$ cat config.mk
export PLATFORM = sky130hd
export DESIGN_NAME = checksum_arbiter
export DESIGN_NICKNAME = d
export VERILOG_FILES = /design/src/rtl/checksum_arbiter.sv
export SDC_FILE = /design/constraint.sdc
export NUM_CORES = 1
export LEC_CHECK = 0
export BUFFER_PORTS_ARGS = -buffer_cell sky130_fd_sc_hd__buf_2
export CAP_MARGIN = 20
export CORE_MARGIN = 4
export CORE_UTILIZATION = 38
export DETAILED_ROUTE_END_ITERATION = 8
export GPL_TIMING_DRIVEN = 0
export MAX_ROUTING_LAYER = met4
export PLACE_DENSITY = 0.78
export SYNTH_ARGS = -nofsm -noshare
export SYNTH_HDL_FRONTEND = slang
export SYNTH_SLANG_ARGS = --single-unit
$ cat constraint.sdc
create_clock -name clk -period 3.7 [get_ports clk]
set_input_delay 0.925 -clock clk [delete_from_list [all_inputs] [get_ports clk]]
set_output_delay 0.925 -clock clk [all_outputs]
set_load 0.01 [all_outputs]
$ cat src/rtl/checksum_arbiter.sv
// Round-robin arbiter sharing one incremental checksum engine among N_REQ requesters.
// Optional engine-grant watchdog enabled by defining CHECKSUM_ARB_TIMEOUT_EN.
module checksum_arbiter #(
  parameter int N_REQ          = 4,
  parameter int TIMEOUT_CYCLES = 64
) (
  input  logic                  clk,
  input  logic                  reset,
  input  logic [N_REQ-1:0]      req_valid,
  output logic [N_REQ-1:0]      req_ready,
  input  logic [16*N_REQ-1:0]   req_old_checksum,
  input  logic [16*N_REQ-1:0]   req_removed_val,
  input  logic [16*N_REQ-1:0]   req_new_val,
  output logic [N_REQ-1:0]      rsp_valid,
  output logic [15:0]           rsp_checksum,
  output logic                  rsp_error,
  output logic [15:0]           cs_old_checksum,
  output logic [15:0]           cs_removed_val,
  output logic [15:0]           cs_new_val,
  output logic                  cs_req,
  input  logic                  cs_gnt,
  input  logic [15:0]           cs_new_checksum,
  output logic                  spurious_gnt
);

  localparam int PW = $clog2(N_REQ);

  if (N_REQ < 2 || N_REQ > 8 || TIMEOUT_CYCLES < 1) begin : g_param_check
    $error("checksum_arbiter: parameter out of range");
  end

  typedef enum logic [1:0] {IDLE, ISSUE, WAIT, RESP} state_t;

  state_t        state_q, state_d;
  logic [PW-1:0] ptr_q, ptr_d;
  logic [PW-1:0] win_q, win_d;
  logic [15:0]   old_q, old_d;
  logic [15:0]   rem_q, rem_d;
  logic [15:0]   new_q, new_d;
  logic [15:0]   rsp_cs_q, rsp_cs_d;
  logic          spur_q, spur_d;
`ifdef CHECKSUM_ARB_TIMEOUT_EN
  logic [15:0]   cnt_q, cnt_d;
  logic          err_q, err_d;
`endif

  logic          grant_found;
  logic [PW-1:0] grant_idx;
  logic [PW-1:0] cand;

  // First valid requester at or after the pointer, wrapping modulo N_REQ.
  always_comb begin
    grant_found = 1'b0;
    grant_idx   = '0;
    cand        = '0;
    for (int unsigned k = 0; k < N_REQ; k++) begin
      cand = PW'((k + 32'(ptr_q)) % N_REQ);
      if (!grant_found && req_valid[cand]) begin
        grant_found = 1'b1;
        grant_idx   = cand;
      end
    end
  end

  always_ff @(posedge clk or posedge reset) begin
    if (reset) begin
      state_q  <= IDLE;
      ptr_q    <= '0;
      win_q    <= '0;
      old_q    <= '0;
      rem_q    <= '0;
      new_q    <= '0;
      rsp_cs_q <= '0;
      spur_q   <= 1'b0;
`ifdef CHECKSUM_ARB_TIMEOUT_EN
      cnt_q    <= '0;
      err_q    <= 1'b0;
`endif
    end else begin
      state_q  <= state_d;
      ptr_q    <= ptr_d;
      win_q    <= win_d;
      old_q    <= old_d;
      rem_q    <= rem_d;
      new_q    <= new_d;
      rsp_cs_q <= rsp_cs_d;
      spur_q   <= spur_d;
`ifdef CHECKSUM_ARB_TIMEOUT_EN
      cnt_q    <= cnt_d;
      err_q    <= err_d;
`endif
    end
  end

  always_comb begin
    state_d  = state_q;
    ptr_d    = ptr_q;
    win_d    = win_q;
    old_d    = old_q;
    rem_d    = rem_q;
    new_d    = new_q;
    rsp_cs_d = rsp_cs_q;
    spur_d   = spur_q | (cs_gnt && state_q != WAIT);
`ifdef CHECKSUM_ARB_TIMEOUT_EN
    cnt_d    = cnt_q;
    err_d    = err_q;
`endif
    case (state_q)
      IDLE: if (grant_found) begin
        win_d   = grant_idx;
        old_d   = req_old_checksum[grant_idx*16 +: 16];
        rem_d   = req_removed_val[grant_idx*16 +: 16];
        new_d   = req_new_val[grant_idx*16 +: 16];
        ptr_d   = PW'((32'(grant_idx) + 1) % N_REQ);
        state_d = ISSUE;
      end
      ISSUE: begin
        state_d = WAIT;
`ifdef CHECKSUM_ARB_TIMEOUT_EN
        cnt_d   = '0;
`endif
      end
      WAIT: begin
        if (cs_gnt) begin
          rsp_cs_d = cs_new_checksum;
          state_d  = RESP;
`ifdef CHECKSUM_ARB_TIMEOUT_EN
          err_d    = 1'b0;
        end else if (cnt_q == 16'(TIMEOUT_CYCLES - 1)) begin
          // Timeout answers with the requester's own old checksum.
          rsp_cs_d = old_q;
          err_d    = 1'b1;
          state_d  = RESP;
        end else begin
          cnt_d    = cnt_q + 16'd1;
`endif
        end
      end
      RESP:    state_d = IDLE;
      default: state_d = IDLE;
    endcase
  end

  always_comb begin
    req_ready = '0;
    rsp_valid = '0;
    cs_req    = 1'b0;
    rsp_error = 1'b0;
    case (state_q)
      IDLE:  if (grant_found && !reset) req_ready[grant_idx] = 1'b1;
      ISSUE: cs_req = 1'b1;
      RESP: begin
        rsp_valid[win_q] = 1'b1;
`ifdef CHECKSUM_ARB_TIMEOUT_EN
        rsp_error = err_q;
`endif
      end
      default: ;
    endcase
  end

  assign cs_old_checksum = old_q;
  assign cs_removed_val  = rem_q;
  assign cs_new_val      = new_q;
  assign rsp_checksum    = rsp_cs_q;
  assign spurious_gnt    = spur_q;

endmodule
==> out/results.tsv <==
metric	value	unit
setup_tns	0	ns
holdWs	0.467	ns
grt_use_met1	29.6	%
crit_chain	buf_2 > nor2b_2 > inv_1 > o22ai_2 > clkbuf_1 > and3_1 > buf_2	
dieWidth	113	um
grt-ovfl-total	0	
instances_no_fill	878	
clock_sinks	71	
routed_via_density	5.61	
ant_nets	0	
die-area	12700	sq um
initial_utilization	38.7	%
r2r_start	state_q[0]	
timing.final.hold_violations	0	
root_buffer	clkbuf_8	
grt_pass1_wl	26.3	mm
vias	4923	
end_kind	primary output	
critPathCapture	req_ready[0]	
final_common_cell	buf_2	
ctsResizeCount	2	
finalClockSkew	0.0186	ns
ys_seq_area_share	42.5	%
maxCapViolations	0	
core	10800	sq um
worst_setup_path_start_kind	primary input	
cts_setup_buffers	0	
crit_type	in -> out	
drtIter0Drc	300	
syn_nets	651	
syn_avg_cell_area	9.68	sq um
period_needed	3.60	ns
cp-startpoint	req_valid[0]	
status	finished, final reports clean	
htree_levels	3	
grt_max_degree	28	
dpl.hpwl	13.5	mm
num-nets-final	951	
syn_to_final_growth	44.3	%
fin_total_pwr	4.75	mW
synth_top_area_cell	dfrtp_1	
pwr_density_cell	788	nW/um^2
p_leak	2.91	nW
tritoncts	done	
cp_max_fo	10	
rsz0062_at_grt	false	
reg2reg_to	cs_new_val[1]	
grt_util_met3	4.92	%
remaining_drc_errors	0	
dp.cells	861	
final_core_util	55.9	%
placementRows	38	
critPathSlowestCell	o22ai_2	
arrival	2.68	ns
ys_warn_count	0	
io_buffer_count	287	
tightest_slew	0.677	ns
crit_required	2.77	ns
firstDrtPassIters	5	
min_delay_path_depth	1	
peakVddDrop	304	uV
die_y	113	um
grt_pass1_vias	5245	
gp_congestion	0.912	
syn_area	4180	sq um
drive_gt1_share	45.7	%
met2_usage	47.8	%
wirelength	17.3	mm
post-route-period-util	97.4	%
clockBufferDepth	2	
synth-seq-cells	71	
critPathMaxStageDelay	0.48	ns
crit_top_cell	buf_2	
ff2ff_path_depth	7	
clk_pin_slew_worst_paths	0.09	ns
num_io_pins	290	
wire_per_inst	19.7	um
layout_common_cells	291 x buf_2, 71 x dfrtp_1, 52 x nor2_1, 52 x o21ai_0	
track_usage	26.7	%
relSlewSlack	54.5	%
top_usage_layer	met2	
finalMaxSlewViolations	0	
syn-instance-count	432	
synth.distinct_cells	37	
r2r_slack	1.42	ns
holdBufCountCts	0	
grt_antenna_before_repair	1	
numCtsBuffers	9	
clk_latency	0.35	ns
synth_top_area_share	42.5	%
synth.area.top_cells	dfrtp_1 42%, mux2i_1 11%, a221oi_1 10%	
min_path_type	reg -> reg	
setup_viol	0	
fmax	0.277	GHz
-- Yosys cell counts --
master,n
dfrtp_1,71
nor2_1,52
o21ai_0,52
a221oi_1,48
mux2i_1,48
o22ai_1,48
clkbuf_1,31
mux2_2,16
nand2_1,12
and3_1,7
buf_6,5
inv_1,5
buf_2,4
ha_1,4
nand2b_1,4
nor2b_1,3
a21oi_1,2
a21boi_0,1
a21o_1,1
a21oi_4,1
a2bb2oi_1,1
a31oi_1,1
and3b_1,1
buf_4,1
conb_1,1
nand3_1,1
nor2b_2,1
nor3b_1,1
nor4_1,1
o211a_1,1
o21bai_1,1
o221ai_1,1
o22a_1,1
o22ai_2,1
o31a_1,1
o31ai_1,1
or3_1,1
-- worst max-delay path: cells and delay by family --
kind | cells | cell delay [ns]
compound gates | 1 | 0.48
buf+inv | 4 | 0.82
simple gates | 2 | 0.44
-- logic make-up (layout without fill, tap and decap cells) --
group	Yosys count	count (layout)	share of synthesized area, %
adders and majority gates	4	4	1.20
DFF	71	71	42.5
AOI/OAI and AO/OA	162	162	26.3
and+or+nand+nor	84	84	8.86
other	1	2	0.0897
muxes	64	64	15.8
buffers and inverters	46	351	5.24
-- stage by stage --
step / setup slack, ns / instance area, sq um
2_1_floorplan: 0.340 / 4190
3_3_place_gp: -0.393 / 5800
3_5_place_dp: -0.0443 / 5840
4_1_cts: 0.127 / 6030
5_1_grt: 0.0113 / 6030
6_report: 0.0961 / 6030
-- sequential cells by signal (all words and copies together) (netlist names) --
signal / flops
cs_removed_val: 16
rsp_checksum: 16
state_q: 2
win_q: 2
cs_old_checksum: 16
ptr_q: 2
cs_new_val: 16
spurious_gnt: 1
-- per-layer routing --
metal	share of wire (%)	vias to the layer above
met5	0	-
met4	2.3	0
met3	7.6	31
met2	53	261
met1	38	2374
li1	-	2257
-- layout make-up --
class | instances | area [sq um]
Clock inverter | 5 | 40.0
Inverter | 5 | 22.5
Sequential cell | 71 | 1780
Timing Repair Buffer | 289 | 1480
Buffer | 41 | 203
Multi-Input combinational cell | 315 | 2190
Tap cell | 140 | 175
Fill cell | 989 | 4760
Clock buffer | 11 | 151
Antenna cell | 1 | 2.50
-- where the power goes --
group | leakage [nW] | total [mW] | internal [mW] | switching [mW]
clock network | 0.0886 | 0.611 | 0.285 | 0.326
registers | 0.786 | 1.42 | 1.16 | 0.263
logic | 2.04 | 2.72 | 1.15 | 1.57
total | 2.91 | 4.75 | 2.59 | 2.16
-- worst min-delay path by stage --
stage | from | end
after CTS | spurious_gnt | spurious_gnt
after global routing | spurious_gnt | spurious_gnt
final | spurious_gnt | spurious_gnt
after floorplan | spurious_gnt | spurious_gnt
after global placement | spurious_gnt | spurious_gnt
after detailed placement | spurious_gnt | spurious_gnt
Power figures use the tool's default switching activity.
